$ cat config.mk
export PLATFORM = sky130hd
export DESIGN_NAME = gate_op_scheduler
export DESIGN_NICKNAME = d
export VERILOG_FILES = /design/src/rtl/gate_op_scheduler.sv
export SDC_FILE = /design/constraint.sdc
export NUM_CORES = 1
export LEC_CHECK = 0
export ABC_AREA = 1
export CAP_MARGIN = 10
export CORE_MARGIN = 5
export CORE_UTILIZATION = 43
export DETAILED_ROUTE_END_ITERATION = 7
export PLACE_DENSITY = 0.78
export SLEW_MARGIN = 0
export SYNTH_ARGS = -nofsm -noshare
export SYNTH_HDL_FRONTEND = slang
export SYNTH_SLANG_ARGS = --single-unit
$ cat constraint.sdc
create_clock -name clk -period 2.2 [get_ports clk]
set_input_delay 0.33 -clock clk [delete_from_list [all_inputs] [get_ports clk]]
set_output_delay 0.33 -clock clk [all_outputs]
set_load 0.02 [all_outputs]
$ cat src/rtl/gate_op_scheduler.sv
`default_nettype none
// ============================================================================
//  Module      : gate_op_scheduler
//  Description : Round-robin scheduler sharing one logic_gates datapath
//                between NUM_REQ requesters. Requests are accepted one at a
//                time, the shared operands are driven from registers, and the
//                selected gate result is returned with the requester ID.
//  Revision    : 1.0 - initial release
// ============================================================================
module gate_op_scheduler #(
    parameter int NUM_REQ = 4,
    parameter int ID_W    = 2
) (
    input  logic                   clk,
    input  logic                   rst,
    input  logic [NUM_REQ-1:0]     req_valid,
    output logic [NUM_REQ-1:0]     req_ready,
    input  logic [3*NUM_REQ-1:0]   req_op,
    input  logic [NUM_REQ-1:0]     req_a,
    input  logic [NUM_REQ-1:0]     req_b,
    output logic                   gate_a,
    output logic                   gate_b,
    input  logic                   gate_and,
    input  logic                   gate_or,
    input  logic                   gate_nand,
    input  logic                   gate_nor,
    input  logic                   gate_notb,
    input  logic                   gate_xor,
    input  logic                   gate_xnor,
    output logic                   rsp_valid,
    input  logic                   rsp_ready,
    output logic [ID_W-1:0]        rsp_id,
    output logic [2:0]             rsp_op,
    output logic                   rsp_data,
    output logic                   rsp_err,
    output logic                   busy
);

    localparam logic [1:0] c_ST_IDLE  = 2'd0;
    localparam logic [1:0] c_ST_ISSUE = 2'd1;
    localparam logic [1:0] c_ST_RESP  = 2'd2;

    localparam logic [2:0] c_OP_RSVD  = 3'd7;
    localparam logic [ID_W-1:0]  c_LAST_RST = ID_W'(NUM_REQ - 1);
    localparam logic [ID_W:0]    c_NUM_REQ  = (ID_W+1)'(NUM_REQ);

    logic [1:0]       r_state;
    logic [1:0]       w_state_next;
    logic [ID_W-1:0]  r_last_grant;
    logic [ID_W-1:0]  r_id;
    logic [2:0]       r_op;

    logic             w_found;
    logic [ID_W-1:0]  w_grant_id;
    logic [ID_W:0]    w_sum;
    logic [2:0]       w_sel_op;
    logic             w_sel_a;
    logic             w_sel_b;
    logic             w_accept;
    logic             w_gate_res;

    // Rotating priority search starting one past the last granted requester
    always_comb begin
        w_found    = 1'b0;
        w_grant_id = '0;
        w_sum      = '0;
        for (int k = 1; k <= NUM_REQ; k++) begin
            w_sum = {1'b0, r_last_grant} + (ID_W+1)'(k);
            if (w_sum >= c_NUM_REQ) begin
                w_sum = w_sum - c_NUM_REQ;
            end
            if (!w_found && req_valid[w_sum[ID_W-1:0]]) begin
                w_found    = 1'b1;
                w_grant_id = w_sum[ID_W-1:0];
            end
        end
    end

    // Route the winning requester's opcode and operands
    always_comb begin
        w_sel_op = '0;
        w_sel_a  = 1'b0;
        w_sel_b  = 1'b0;
        for (int i = 0; i < NUM_REQ; i++) begin
            if (ID_W'(i) == w_grant_id) begin
                w_sel_op = req_op[3*i +: 3];
                w_sel_a  = req_a[i];
                w_sel_b  = req_b[i];
            end
        end
    end

    // State register
    always_ff @(posedge clk or posedge rst) begin
        if (rst) begin
            r_state <= c_ST_IDLE;
        end else begin
            r_state <= w_state_next;
        end
    end

    // Next-state logic
    always_comb begin
        w_state_next = r_state;
        case (r_state)
            c_ST_IDLE:  if (w_accept)  w_state_next = c_ST_ISSUE;
            c_ST_ISSUE: w_state_next = c_ST_RESP;
            c_ST_RESP:  if (rsp_ready) w_state_next = c_ST_IDLE;
            default:    w_state_next = c_ST_IDLE;
        endcase
    end

    // Output logic: one-hot grant only while idle and out of reset
    always_comb begin
        req_ready = '0;
        if (!rst && (r_state == c_ST_IDLE) && w_found) begin
            for (int i = 0; i < NUM_REQ; i++) begin
                req_ready[i] = (ID_W'(i) == w_grant_id);
            end
        end
    end

    assign w_accept = |(req_valid & req_ready);

    // Select the shared gate output named by the latched opcode
    always_comb begin
        w_gate_res = 1'b0;
        case (r_op)
            3'd0:    w_gate_res = gate_and;
            3'd1:    w_gate_res = gate_or;
            3'd2:    w_gate_res = gate_nand;
            3'd3:    w_gate_res = gate_nor;
            3'd4:    w_gate_res = gate_notb;
            3'd5:    w_gate_res = gate_xor;
            3'd6:    w_gate_res = gate_xnor;
            default: w_gate_res = 1'b0;
        endcase
    end

    // Transaction datapath: latch on accept, capture result in ISSUE, retire in RESP
    always_ff @(posedge clk or posedge rst) begin
        if (rst) begin
            r_last_grant <= c_LAST_RST;
            r_id         <= '0;
            r_op         <= '0;
            gate_a       <= 1'b0;
            gate_b       <= 1'b0;
            rsp_valid    <= 1'b0;
            rsp_id       <= '0;
            rsp_op       <= '0;
            rsp_data     <= 1'b0;
            rsp_err      <= 1'b0;
            busy         <= 1'b0;
        end else begin
            busy <= (w_state_next != c_ST_IDLE);
            case (r_state)
                c_ST_IDLE: begin
                    if (w_accept) begin
                        r_id         <= w_grant_id;
                        r_op         <= w_sel_op;
                        gate_a       <= w_sel_a;
                        gate_b       <= w_sel_b;
                        r_last_grant <= w_grant_id;
                    end
                end
                c_ST_ISSUE: begin
                    rsp_id    <= r_id;
                    rsp_op    <= r_op;
                    rsp_data  <= w_gate_res;
                    rsp_err   <= (r_op == c_OP_RSVD);
                    rsp_valid <= 1'b1;
                end
                c_ST_RESP: begin
                    if (rsp_ready) begin
                        rsp_valid <= 1'b0;
                    end
                end
                default: begin
                    rsp_valid <= 1'b0;
                end
            endcase
        end
    end

endmodule
`default_nettype wire

## After elaboration in Yosys (flattened, before gate mapping)

Cells that the tools add are included.

- Register bits: 20
- Output and inout bits: 15
- Word-level logic and storage cells: 98

- Add/sub/neg operators: 8
- Magnitude comparators: 8
- Equal/unequal tests: 13
- Muxes and demuxes: 39
- Bitwise operators: 2
- Reduce and logical (&&, ||, !) cells: 16

Operators by type and width:

| operator | number |
|---|---|
| $mux W2 | 10 |
| $mux W1 | 17 |
| $eq A3 B3 Y1 const B | 4 |
| $ge A3 B3 Y1 const B | 4 |
| $lt A2 B3 Y1 const B | 4 |
| $mux W3 | 4 |
| $bmux W1 S2 | 4 |
| $sub A2 B1 Y2 const B | 4 |
| $pmux W1 S7 | 1 |
| $add A2 B2 Y3 const B | 2 |
| $eq A3 B2 Y1 const B | 2 |
| $pmux W2 S3 | 1 |
| $logic_and A1 B1 Y1 | 5 |
| $and A4 B4 Y4 | 1 |
| $eq A2 B2 Y1 const A | 2 |
| $logic_not A1 Y1 | 4 |
| $logic_not A2 Y1 | 2 |
| $mux W4 | 1 |
| $reduce_and A2 Y1 | 2 |
| $reduce_or A4 Y1 | 1 |
| $add A2 B1 Y3 const B | 1 |
| $add A2 B3 Y3 const B | 1 |
| $eq A3 B1 Y1 const B | 1 |
| $logic_not A3 Y1 | 1 |
| 7 further kinds | 7 |

## Longest topological paths before layout

- Word-level depth: 22
- Mapped depth: 15
- Mapped depth without buffers: 15

## Worst setup path after synthesis

OpenSTA, ideal clock, no wires.

- Path type: register -> output
- Start: reg r_last_grant[0]
- End: out req_ready[0]
- Arrival time: 1,875 ps
- Slack: -5 ps
- Cell stages (with the launch flop): 12
- Path buffers: 1
- Cell sequence: dfstp_2 > inv_4 > nand2_2 > nand2_2 > nand2_2 > nand2_2 > nor2_2 > nand3_2 > nand2_4 > nand2_4 > buf_8 > nor3_1

- Word-level cells in the longest chain between the ends: 17

Ends and longest elaborated chain:

| what | RTL line | text |
|---|---|---|
| from (decl) | 49 | `logic [ID_W-1:0] r_last_grant;` |
| from (signal assigned) | 143 | `r_last_grant <= c_LAST_RST;` |
| from (signal assigned) | 163 | `r_last_grant <= w_grant_id;` |
| $add A2 B1 Y3 | 68 | `w_sum = {1'b0, r_last_grant} + (ID_W+1)'(k);` |
| $ge A3 B3 Y1 / $sub A2 B1 Y2 (equally long branches) | 69, 70 |  |
| $mux W2 | 69 | `if (w_sum >= c_NUM_REQ) begin` |
| $bmux W1 S2 | 72 | `if (!w_found && req_valid[w_sum[ID_W-1:0]]) begin` |
| $mux W1 (not written as such) | 72 |  |
| $mux W1 | 72 |  |
| $logic_not A1 Y1 | 72 |  |
| $logic_and A1 B1 Y1 | 72 |  |
| $mux W1 | 72 |  |
| $logic_not A1 Y1 | 72 |  |
| $logic_and A1 B1 Y1 | 72 |  |
| $mux W1 | 72 |  |
| $logic_not A1 Y1 | 72 |  |
| $logic_and A1 B1 Y1 | 72 |  |
| $mux W2 / $mux W1 (equally long branches) | 72 |  |
| $logic_not A2 Y1 / $logic_and A1 B1 Y1 (equally long branches) | 118, 116 |  |
| $mux W4 (*) | 116 | `if (!rst && (r_state == c_ST_IDLE) && w_found) begin` |
| to (decl) | 17 | `output logic [NUM_REQ-1:0] req_ready,` |

Mark *: on every way between the ends. The rest lies on a longest branch, timed or not. The select of a mux whose other input is x is not followed.

## Worst setup path after layout

- Start: reg r_last_grant[0]
- End: out req_ready[3]

- Word-level cells in the longest chain between the ends: 17

Ends and longest elaborated chain:

| what | RTL line |
|---|---|
| $add A2 B1 Y3 | 68 |
| $ge A3 B3 Y1 / $sub A2 B1 Y2 (equally long branches) | 69, 70 |
| $mux W2 | 69 |
| $bmux W1 S2 | 72 |
| $mux W1 (not written as such) | 72 |
| $mux W1 | 72 |
| $logic_not A1 Y1 | 72 |
| $logic_and A1 B1 Y1 | 72 |
| $mux W1 | 72 |
| $logic_not A1 Y1 | 72 |
| $logic_and A1 B1 Y1 | 72 |
| $mux W1 | 72 |
| $logic_not A1 Y1 | 72 |
| $logic_and A1 B1 Y1 | 72 |
| $mux W2 / $mux W1 (equally long branches) | 72 |
| $eq A2 B2 Y1 / $logic_and A1 B1 Y1 (equally long branches) | 118, 116 |
| $mux W4 (*) | 116 |

Marked as above.

==> results.md <==
* Seq/Total Area, Yosys at 0.394
* Gate Count Post-Synth at 177
* Starting Density at 0.455
* CTS Buf Count at 3
* H-tree depth at 1
* Post-synth cell types at 25
* Core area at around 2800 sq um
* Post-Syn Area per Cell at between 7 and 8 sq um
* Finished Layout Cells at approximately 280
* CP required at 1.87 ns
* Final core occ at 0.769
* Hold crit path type: in2async
* CTS tree: built
* Synthesized Nets at 211
* Port bufs at 48
* Tmin final at 2.44 ns
* Peak VDD IR at 1.26 mV
* Post-DP Area at 1870 sq um
* Area leader, netlist: dfrtp_1
* DR pass1 iterations at 4
* Synthesized area at 1280 sq um
* I/O Pins at 49
* Root buffer cell: clkbuf_4
* Area contributors post-synth: dfrtp_1, nand2_1, nand2_2, nand3_1, o21ai_0
* Rel. slew slack at 0.755
* Die area at around 4200 sq um
* Worst Clk Skew at 0.00905 ns
* Die X at approximately 65 um
* Final #Nets at 285
* Global-route wire length before repair at around 6000 um
* Via Count at 1498
* Final ANT Viol Nets at 0
* Compound-Gate Fraction of Synth Area at 0.0852
* TNS Setup at -0.827 ns
* GRT Overall Usage at 0.176
* Row count at 19
* Post-Synth Adder-Cell Area at 0
* Synthesis Warnings at 0
* Drt wl/cell at between 10 and 15 um
* Min Hold Slack at 0.469 ns
* Final instance area at 2160 sq um
* Pre-CTS setup slack at -0.495 ns
* CTS clk-pin slew, worst paths at 0.11 ns
* Total power at between 3 and 4 mW
* Antenna violations before repair at 0
* Arr. time, crit path at about 2.1 ns
* RSZ-0062 raised after global routing: yes
* Final hold vios at 0
* Slew Viols, Final at 0
* Clk_lat worst skew at 0.30 ns
* Final setup vio count at 4
* Combinational family with the most area after synthesis: simple AND/OR/NAND/NOR gates
* PD cells at ~1800 nW/um^2
* Iter 0 DRT Violations at 75
* CP Capture Type: output pin
* Clk buf depth at 2
* Outcome: complete, but fails checks
* Layout area overhead at 68.8%
* Reg-to-reg startpoint: r_last_grant[0]
* Max_cap viols at 0
* Avg Vias per Cell at roughly 5.3
* Fill cell count at about 220
* Total gr overflow at 0
* Worst Setup SP: r_last_grant[0]
* Die Y at 64.5 um
* Failing checks: setup timing
* Critical path class: reg2out
* Vias in the first global route at 1412
* Synth Register Bits at 20
* Final Cycle Share at 1.11
* Pin count of the biggest net entering global routing at 21
* Placed Instances at 266
* CTS Sinks at 20
* Final worst slack at -0.244 ns
* Total Wirelength at 3990 um
* Drt drc at 0
* P_leak at ~1.0 nW
* Critical-path maximum fanout at 7
* Simple-gate share of the synthesized area at 0.438
* Share of cells above drive strength 1 at 0.336
* Final HPWL from detailed placement at 2770 um
* Critical Path Start Type: register
* Fmax at 409 MHz
* Post-Synth XOR/XNOR Area at 0
* Placer Congestion at 0.948
* Ant. Diodes at 0
* R2r setup slk at 0.02 ns
* Area fraction of the dominant cell type after synthesis at 0.353
* Slew @ Worst Pin at roughly 0.37 ns
* Mux cell area share after synthesis at 0
## flip-flops by register name (all words and copies together) (netlist names)
name          count
busy              1
gate_a            1
gate_b            1
r_id              2
r_last_grant      2
r_op              3
r_state           2
rsp_data          1
rsp_err           1
rsp_id            2
rsp_op            3
rsp_valid         1
## cell usage in the layout, fill, tap and decap left out
master | netlist | layout
nor2_1 | 12 | 10
nand3_4 | 0 | 2
nand3_1 | 21 | 14
a21oi_1 | 2 | 2
inv_2 | 2 | 4
o22ai_1 | 1 | 1
clkbuf_8 | 0 | 1
o21ai_1 | 0 | 3
nand2_1 | 46 | 40
or2_1 | 2 | 2
o21ai_0 | 15 | 10
or2_0 | 1 | 1
nand2_2 | 17 | 19
nand2_8 | 0 | 1
nand4_1 | 8 | 8
dfstp_2 | 2 | 2
clkinvlp_4 | 0 | 1
inv_1 | 14 | 11
dfrtp_1 | 18 | 18
buf_2 | 2 | 1
nor2_4 | 0 | 5
buf_6 | 1 | 6
o21ai_2 | 0 | 2
nor3_4 | 0 | 2
nand2_4 | 2 | 5
buf_4 | 0 | 23
clkbuf_4 | 0 | 3
a221o_1 | 1 | 1
clkdlybuf4s50_1 | 0 | 44
nand3_2 | 1 | 6
inv_4 | 1 | 1
o31ai_1 | 1 | 1
## cells in the mapped netlist, drive strengths merged
master / count
clkbuf: 1
a21oi: 2
buf: 4
inv: 17
o22ai: 1
dfstp: 2
nor3: 2
nand3: 22
o31ai: 1
a221o: 1
nand2: 65
nand4: 8
or2: 3
dfrtp: 18
o21ai: 15
nor2: 15
## repair_timing
item,4_1_cts,5_1_grt
hold buffers,0,0
pin swaps,4,8
gates resized for setup,36,33
gates cloned,0,0
endpoints found under the setup margin,4,13
buffers inserted,2,9
## path summary, 6_finish.rpt
kind | endpoint | depth (start not counted)
min reg2reg | rsp_op[2] | 2
min in group clk | rsp_op[2] | 2
min | rsp_id[0] | 3
max in group asynchronous | r_last_grant[1] | 3
max | req_ready[3] | 13
max reg2reg | r_op[1] | 15
## cells by family (layout without fill, tap and decap cells)
logic type / Yosys count / after routing
AO/OA/AOI/OAI: 20 / 20
buffers and inverters: 22 / 95
AND/OR/NAND/NOR: 115 / 115
flip-flops: 20 / 20
## power by group
group / total [mW] / switching (mW) / internal, mW
logic: 2.92 / 1.65 / 1.27
registers: 0.673 / 0.123 / 0.550
clock network: 0.208 / 0.107 / 0.101
## worst max-delay path, stage by stage (launching register included)
cell	delay (ns)
dfstp_2	0.63
inv_4	0.08
nand2_2	0.06
nand2_2	0.07
nand2_1	0.13
nand2_2	0.10
nand2_2	0.08
nand2_4	0.06
nor2_4	0.10
nand2_4	0.08
nand2_8	0.09
nand2_2	0.06
nor2_1	0.11
buf_4	0.16
## routing by layer
metal	vias to the layer above	routed length (um)	track usage
met5	-	0	0
met4	0	170	0.0633
met3	14	242	0.0294
met2	68	2070	0.321
met1	688	1510	0.208
li1	728	-	-
## cell type report
cell class | count | area [sq um] | share of cell area
clock buffer | 4 | 36.3 | 0.0168
inverter | 17 | 70.1 | 0.0325
multi-input combinational | 135 | 822 | 0.381
sequential | 20 | 503 | 0.233
tap | 31 | 38.8 | 0.0180
timing repair buffer | 74 | 686 | 0.318
Power figures use the tool's default switching activity.
